===== src/rtl/adxl362_sample_fifo_if.sv =====
// ============================================================================
// Module      : adxl362_sample_fifo_if
// Description : Control, data and status bundle of the ADXL362 sample FIFO.
// Revision    : 1.0 - initial release
// ============================================================================
`default_nettype none

interface adxl362_sample_fifo_if #(
  parameter int DATA_WIDTH = 8,
  parameter int ADDR_WIDTH = 9
);
  logic [1:0]            fifo_mode_i;
  logic                  flush_i;
  logic                  write_i;
  logic [DATA_WIDTH-1:0] data_wr_i;
  logic                  read_i;
  logic [ADDR_WIDTH:0]   watermark_i;
  logic [DATA_WIDTH-1:0] data_rd_o;
  logic [ADDR_WIDTH:0]   fifo_count_o;
  logic                  fifo_empty_o;
  logic                  fifo_full_o;
  logic                  fifo_watermark_o;
  logic                  fifo_overrun_o;

  modport master (
    output fifo_mode_i, flush_i, write_i, data_wr_i, read_i, watermark_i,
    input  data_rd_o, fifo_count_o, fifo_empty_o, fifo_full_o,
           fifo_watermark_o, fifo_overrun_o
  );

  modport slave (
    input  fifo_mode_i, flush_i, write_i, data_wr_i, read_i, watermark_i,
    output data_rd_o, fifo_count_o, fifo_empty_o, fifo_full_o,
           fifo_watermark_o, fifo_overrun_o
  );
endinterface

`default_nettype wire


===== src/rtl/adxl362_sample_fifo.sv =====
// ============================================================================
// Module      : adxl362_sample_fifo
// Description : Show-ahead sample FIFO with ADXL362 disabled/oldest/stream modes.
// Revision    : 1.0 - initial release
// ============================================================================
`default_nettype none

module adxl362_sample_fifo #(
  parameter int DATA_WIDTH = 8,
  parameter int DEPTH      = 512,
  parameter int ADDR_WIDTH = 9
) (
  input  wire logic             clk,
  input  wire logic             rst,
  adxl362_sample_fifo_if.slave  bus
);

  localparam logic [1:0]          c_MODE_STREAM = 2'b10;
  localparam logic [1:0]          c_MODE_OLDEST = 2'b01;
  localparam logic [ADDR_WIDTH:0] c_DEPTH       = (ADDR_WIDTH+1)'(DEPTH);

  logic [DATA_WIDTH-1:0] mem_q [DEPTH];
  logic [ADDR_WIDTH-1:0] rd_ptr_q, rd_ptr_d;
  logic [ADDR_WIDTH-1:0] wr_ptr_q, wr_ptr_d;
  logic [ADDR_WIDTH:0]   count_q,  count_d;
  logic                  overrun_q, overrun_d;

  logic w_active;
  logic w_empty;
  logic w_full;
  logic w_do_wr;
  logic w_rd_adv;
  logic w_full_wr;

  assign w_empty = (count_q == '0);
  assign w_full  = (count_q == c_DEPTH);

  always_comb begin
    w_active  = 1'b0;
    w_do_wr   = 1'b0;
    w_rd_adv  = 1'b0;
    w_full_wr = 1'b0;
    rd_ptr_d  = rd_ptr_q;
    wr_ptr_d  = wr_ptr_q;
    count_d   = count_q;
    overrun_d = overrun_q;

    w_active = !bus.flush_i &&
               ((bus.fifo_mode_i == c_MODE_OLDEST) || (bus.fifo_mode_i == c_MODE_STREAM));

    if (!w_active) begin
      rd_ptr_d  = '0;
      wr_ptr_d  = '0;
      count_d   = '0;
      overrun_d = 1'b0;
    end else begin
      // A full write without a pop overruns; stream mode then evicts the oldest entry.
      w_full_wr = bus.write_i && w_full && !bus.read_i;
      w_do_wr   = bus.write_i && (!w_full_wr || (bus.fifo_mode_i == c_MODE_STREAM));
      w_rd_adv  = (bus.read_i && !w_empty) || (w_full_wr && w_do_wr);

      if (w_do_wr)  wr_ptr_d = wr_ptr_q + 1'b1;
      if (w_rd_adv) rd_ptr_d = rd_ptr_q + 1'b1;
      if (w_do_wr && !w_rd_adv)      count_d = count_q + 1'b1;
      else if (w_rd_adv && !w_do_wr) count_d = count_q - 1'b1;
      if (w_full_wr) overrun_d = 1'b1;
    end
  end

  always_ff @(posedge clk or posedge rst) begin
    if (rst) begin
      rd_ptr_q  <= '0;
      wr_ptr_q  <= '0;
      count_q   <= '0;
      overrun_q <= 1'b0;
    end else begin
      rd_ptr_q  <= rd_ptr_d;
      wr_ptr_q  <= wr_ptr_d;
      count_q   <= count_d;
      overrun_q <= overrun_d;
    end
  end

  // Storage carries no reset so it can map onto RAM.
  always_ff @(posedge clk) begin
    if (w_do_wr) mem_q[wr_ptr_q] <= bus.data_wr_i;
  end

  assign bus.data_rd_o        = w_empty ? '0 : mem_q[rd_ptr_q];
  assign bus.fifo_count_o     = count_q;
  assign bus.fifo_empty_o     = w_empty;
  assign bus.fifo_full_o      = w_full;
  assign bus.fifo_watermark_o = (bus.watermark_i != '0) && (count_q >= bus.watermark_i);
  assign bus.fifo_overrun_o   = overrun_q;

endmodule

`default_nettype wire


===== src/flat_wrapper.sv =====
// flat-port wrapper written by rule: the top's interface ports become plain ports
module adxl362_sample_fifo_flat 
#(
  parameter int DATA_WIDTH = 8,
  parameter int DEPTH      = 512,
  parameter int ADDR_WIDTH = 9
)
  (clk, rst, bus_fifo_mode_i, bus_flush_i, bus_write_i, bus_data_wr_i, bus_read_i, bus_watermark_i, bus_data_rd_o, bus_fifo_count_o, bus_fifo_empty_o, bus_fifo_full_o, bus_fifo_watermark_o, bus_fifo_overrun_o);
  adxl362_sample_fifo_if #(.DATA_WIDTH(DATA_WIDTH), .ADDR_WIDTH(ADDR_WIDTH)) bus_i ();
  input  wire logic clk;
  input  wire logic rst;
  input wire logic [$bits(bus_i.fifo_mode_i)-1:0] bus_fifo_mode_i;
  input wire logic [$bits(bus_i.flush_i)-1:0] bus_flush_i;
  input wire logic [$bits(bus_i.write_i)-1:0] bus_write_i;
  input wire logic [$bits(bus_i.data_wr_i)-1:0] bus_data_wr_i;
  input wire logic [$bits(bus_i.read_i)-1:0] bus_read_i;
  input wire logic [$bits(bus_i.watermark_i)-1:0] bus_watermark_i;
  output wire logic [$bits(bus_i.data_rd_o)-1:0] bus_data_rd_o;
  output wire logic [$bits(bus_i.fifo_count_o)-1:0] bus_fifo_count_o;
  output wire logic [$bits(bus_i.fifo_empty_o)-1:0] bus_fifo_empty_o;
  output wire logic [$bits(bus_i.fifo_full_o)-1:0] bus_fifo_full_o;
  output wire logic [$bits(bus_i.fifo_watermark_o)-1:0] bus_fifo_watermark_o;
  output wire logic [$bits(bus_i.fifo_overrun_o)-1:0] bus_fifo_overrun_o;
  assign bus_i.fifo_mode_i = bus_fifo_mode_i;
  assign bus_i.flush_i = bus_flush_i;
  assign bus_i.write_i = bus_write_i;
  assign bus_i.data_wr_i = bus_data_wr_i;
  assign bus_i.read_i = bus_read_i;
  assign bus_i.watermark_i = bus_watermark_i;
  assign bus_data_rd_o = bus_i.data_rd_o;
  assign bus_fifo_count_o = bus_i.fifo_count_o;
  assign bus_fifo_empty_o = bus_i.fifo_empty_o;
  assign bus_fifo_full_o = bus_i.fifo_full_o;
  assign bus_fifo_watermark_o = bus_i.fifo_watermark_o;
  assign bus_fifo_overrun_o = bus_i.fifo_overrun_o;
  adxl362_sample_fifo #(.DATA_WIDTH(DATA_WIDTH), .DEPTH(DEPTH), .ADDR_WIDTH(ADDR_WIDTH)) u_core (.clk(clk), .rst(rst), .bus(bus_i));
endmodule

===== config.mk =====
export PLATFORM = sky130hd
export DESIGN_NAME = adxl362_sample_fifo_flat
export DESIGN_NICKNAME = d
export VERILOG_FILES = /design/src/rtl/adxl362_sample_fifo_if.sv /design/src/rtl/adxl362_sample_fifo.sv /design/src/flat_wrapper.sv
export SDC_FILE = /design/constraint.sdc
export NUM_CORES = 2
export LEC_CHECK = 0
export BUFFER_PORTS_ARGS = -buffer_cell sky130_fd_sc_hd__buf_2
export CAP_MARGIN = 20
export CORE_MARGIN = 2
export CORE_UTILIZATION = 35
export CTS_BUF_LIST = sky130_fd_sc_hd__clkbuf_16
export DETAILED_ROUTE_END_ITERATION = 8
export PLACE_DENSITY = 0.6
export REMOVE_ABC_BUFFERS = 1
export SLEW_MARGIN = 20
export SYNTH_ARGS = -nofsm -noshare
export SYNTH_HDL_FRONTEND = slang
export SYNTH_SLANG_ARGS = --single-unit

===== constraint.sdc =====
create_clock -name clk -period 4.34 [get_ports clk]
set_input_delay 0.434 -clock clk [delete_from_list [all_inputs] [get_ports clk]]
set_output_delay 0.434 -clock clk [all_outputs]
set_load 0.02 [all_outputs]

==> metrics.sh <==
STATUS='finished with violations'
FAILED_CHECKS='setup timing'
CRITICAL-PATH-SLOWEST-CELL='sky130_fd_sc_hd__nor3_1'
GLOBALROUTE.TOTALOVERFLOW=0
NETLIST_AREA_SQ_UM=161000
POST_DRT_VIA_CELL_RATIO=5.49
RR_ENDPOINT='u_core.mem_q[187][7]$_DFFE_PP_'
SYNTHESIS.AREA_PER_INSTANCE_SQ_UM=21.1
CTS_MAX_PATH_BUFS=4
SYNTH.TOP_CELL.AREA_SHARE=0.764
LAYOUT_WORST_PATH_CYCLE_SHARE=1.17
HTREEDEPTH=5
PLACE_HPWL_MM=287
SLEW_HEADROOM=0.228
FIN_SKEW_NS=0.0807
CRITICAL_PATH.TOP_DELAY_FAMILY='simple AND/OR/NAND/NOR gates'
TIGHTEST_SLEW_NS=1.16
SEQ_POWER_SHARE=0.461
SYNTH_AREA_LEADERS='sky130_fd_sc_hd__edfxtp_1, sky130_fd_sc_hd__mux4_2, sky130_fd_sc_hd__nor2_1'
SWITCHINGPOWER_mW=23.5
FLOORPLAN.ROWS=249
SETUP_VIOLATIONS=8
HP-CLASS='in -> reg'
GRT_UTIL_ALL_LAYERS=0.190
PATH_CLASS='reg -> out'
MAX_FREQ_MHz=196
CRIT_PATH_CELL_TRACE='inv_2 -> buf_4 -> nor2_1 -> o311ai_0 -> nor3_1 -> or4_1 -> buf_4 -> and3_4 -> buf_2'
CLK_ROOT_BUFFER_CELL='sky130_fd_sc_hd__clkbuf_16'
RSZ0062_AT_GRT='yes'
INITIAL_CORE_UTIL=0.351
DESIGN.CORE.AREA_SQ_UM=459000
SYNTHMUXAREASHARE=0.152
SYNTH.MOST_COMMON_CELL='sky130_fd_sc_hd__edfxtp_1'
CTS-BUFFERS-INSERTED=419
CELLLEAKAGEPOWER_nW=60.1
FINAL_CELLS=15300
IO-PIN-COUNT=47
PERIOD_NEEDED_NS=5.10
PEAK_IR_DROP_ON_THE_VDD_NETWORK_mV=0.353
SYNTH.LARGEST_AREA_CELL='sky130_fd_sc_hd__edfxtp_1'
P_INT_mW=71.7
SYN_INST=7643
CRITICAL_PATH.N_BUFFERS_INVERTERS=4
CRITPATHMOSTFREQUENTCELL='sky130_fd_sc_hd__buf_4'
WORST-R2R-SETUP-SLACK_NS=0.49
DETAIL_ROUTE.WL_PER_CELL_MICRONS=29.7
SWITCHING_SHARE=0.247
SYNTH.YOSYS.SEQ_AREA_SHARE=0.768
POST_SYNTH_XOR_AREA_FRACTION=0.00109
DIE-HEIGHT_MICRONS=682
WORST_R2R_STARTPOINT='u_core.bus.fifo_count_o[0]$_DFFE_PP0P_'
IO_BUFFER_COUNT=46
PWR-SHARE-CLK=0.369
WORST_EP_REQUIRED_TIME_NS=3.91
SHARE_OF_LAYOUT_CELLS_ABOVE_DRIVE_STRENGTH_1=0.320
MAX_CAP_VIOLATIONS=0
ARRIVAL_NS=4.66
AREA_OVERHEAD_VS_SYNTH_PCT=19.2
WORST-R2R-CELL-COUNT=9
ROUTE.ANTENNA.REMAINING_NETS=0
SYNTH-COMPOUND-AREA-SHARE=0.0287
SYNTH_SEQ_CELLS=4125
CTS.SINKS=4125
FULL_DIE_AREA_SQ_UM=466000
HOLD_DEPTH=1
CHIPWIDTH_MICRONS=682
PWR-SHARE-COMB=0.170
CTS_TREE='built'
SYNTH_ENABLE_FLOP_CELLS=4096
ASYNC_FLOP_SHARE=0.00703
ANTENNA_FOUND_INITIAL=18
HP-START='bus_data_wr_i[7]'
NUMPLACEDINSTANCES=14400
CLK_PIN_SLEW_NS=0.06
SETUP-TNS-FINAL_NS=-5.55
UTILIZATION=0.418
DRC=0
DRT_ITER0_DRC=11400
DRTPASS1ITERATIONS=6
ENDPOINT_KIND='output port'
HOLD_PATH_END='u_core.mem_q[174][7]$_DFFE_PP_'
GRT_PASS1_WL_MM=638
CRITICAL_PATH_PEAK_FANOUT=15
CP_SLOWEST_STAGE_DELAY_NS=0.81
YOSYS_WARNINGS=0
WIRELENGTH_MM=455
SYNTH_SIMPLE_GATE_AREA_FRAC=0.0288
GP_CONGESTION=0.874
FIRST_GLOBAL_VIAS=84100
WORST_SLACK_NS=-0.756
POWER_DENSITY_nW_PER_UM2=496
WORST_SETUP_PATH_START_KIND='flip-flop'
HOLD_SLACK_NS=0.0398
GRT_START_MAX_NET_PINS=153
FINAL_MAX_SLEW_VIOL_COUNT=0
SYNTH.DISTINCT_CELLS=75
FINAL_HOLD_VIOLS=0
SYNTH_COMMON_CELLS='sky130_fd_sc_hd__edfxtp_1, sky130_fd_sc_hd__mux4_2, sky130_fd_sc_hd__nor2_1'
FINAL_NET_COUNT=8832
SYNTH-ADDER-AREA-SHARE=0.00207
YS_DOMINANT_REG_CELL='sky130_fd_sc_hd__edfxtp_1'
CLKLATENCYLATEPIN_NS=1.00
SYNTH_TOP_FAMILY_BY_AREA='multiplexers'
DR_VIAS=84000
[flip-flops by register name, summed over array words and instances, names as in the netlist]
register,flops
u_core.wr_ptr_q,9
u_core.rd_ptr_q,9
u_core.mem_q,4096
u_core.bus.fifo_count_o,10
u_core.bus.fifo_overrun_o,1
[cell type report]
type                    count  area (sq um)
diodes                     11          27.5
clock buffers             421         10500
well taps                6149          7690
flip-flops and latches   4125        124000
multi-input cells        3028         35600
fillers                 39400        267000
repair buffers           1180         11400
clock inverters           350          2820
inverters                  27           111
[how the worst max path moves through the flow]
stage | slack (ns) | start | depth (start not counted) | to
CTS | -0.91 | u_core.rd_ptr_q[0]$_DFFE_PP0P_ | 16 | bus_data_rd_o[2]
finish | -0.76 | u_core.rd_ptr_q[5]$_DFFE_PP0P_ | 9 | bus_data_rd_o[7]
global route | -0.79 | u_core.rd_ptr_q[0]$_DFFE_PP0P_ | 11 | bus_data_rd_o[7]
detailed placement | -0.61 | u_core.rd_ptr_q[2]$_DFFE_PP0P_ | 13 | bus_data_rd_o[4]
floorplan | -42.01 | u_core.rd_ptr_q[0]$_DFFE_PP0P_ | 7 | bus_data_rd_o[5]
global placement | -1.15 | u_core.rd_ptr_q[0]$_DFFE_PP0P_ | 11 | bus_data_rd_o[5]
[placed cells by master, fill, tap and decap left out, types with 58 or more instances in the layout]
cell type                      n
sky130_fd_sc_hd__o22ai_1      76
sky130_fd_sc_hd__inv_1       112
sky130_fd_sc_hd__mux4_2      961
sky130_fd_sc_hd__edfxtp_1   4096
sky130_fd_sc_hd__o21ai_0      58
sky130_fd_sc_hd__mux2i_1     216
sky130_fd_sc_hd__buf_4       915
sky130_fd_sc_hd__nor2_1      610
sky130_fd_sc_hd__clkinv_2     70
sky130_fd_sc_hd__a22oi_1     121
sky130_fd_sc_hd__clkbuf_16   435
sky130_fd_sc_hd__a21oi_1      87
sky130_fd_sc_hd__nand2_1     214
sky130_fd_sc_hd__buf_12      125
sky130_fd_sc_hd__clkinv_1    107
sky130_fd_sc_hd__nand3_1      76
[power by group through the flow]
| stage | Combinational [mW] | Sequential [mW] | Clock, mW |
|---|---|---|---|
| 2_1_floorplan | 4.69 | 45.1 | 0 |
| 3_5_place_dp | 14.1 | 44.7 | 0 |
| 5_1_grt | 16.9 | 43.9 | 37.1 |
| 6_report | 16.1 | 43.9 | 35.1 |
| 4_1_cts | 15.0 | 43.9 | 35.6 |
| 3_3_place_gp | 14.0 | 44.7 | 0 |
[routing by layer]
layer	global-route usage	vias up	routed length, microns
met4	0.0592	4	16000
met3	0.0319	755	38400
li1	-	34200	-
met5	0	-	27
met1	0.262	44900	182000
met2	0.308	4129	218000
[cells by family after synthesis]
kind of cell | count (synthesis)
adder cells (fa/ha/maj) | 26
buffers and inverters | 490
flip-flops | 4125
XOR/XNOR | 20
AND/OR/NAND/NOR | 1104
AO/OA/AOI/OAI | 662
multiplexers | 1216
[repair_timing]
item                                   4_1_cts  5_1_grt
hold buffers                                 9        0
endpoints found under the hold margin      196        0
setup endpoints to repair                    9       10
setup buffers                               31       95
gates cloned                                 6       14
pin swaps                                   20       48
gates resized for setup                    161      173
[metrics by stage]
| step | worst slack (ns) | cell area, sq um | power [mW] |
|---|---|---|---|
| CTS | -0.907 | 190000 | 94.5 |
| global route | -0.786 | 192000 | 97.9 |
| finish | -0.756 | 192000 | 95.1 |
| global placement | -1.15 | 175000 | 58.7 |
| detailed placement | -0.608 | 175000 | 58.8 |
| floorplan | -42.01 | 158000 | 49.8 |
Power figures use the tool's default switching activity.
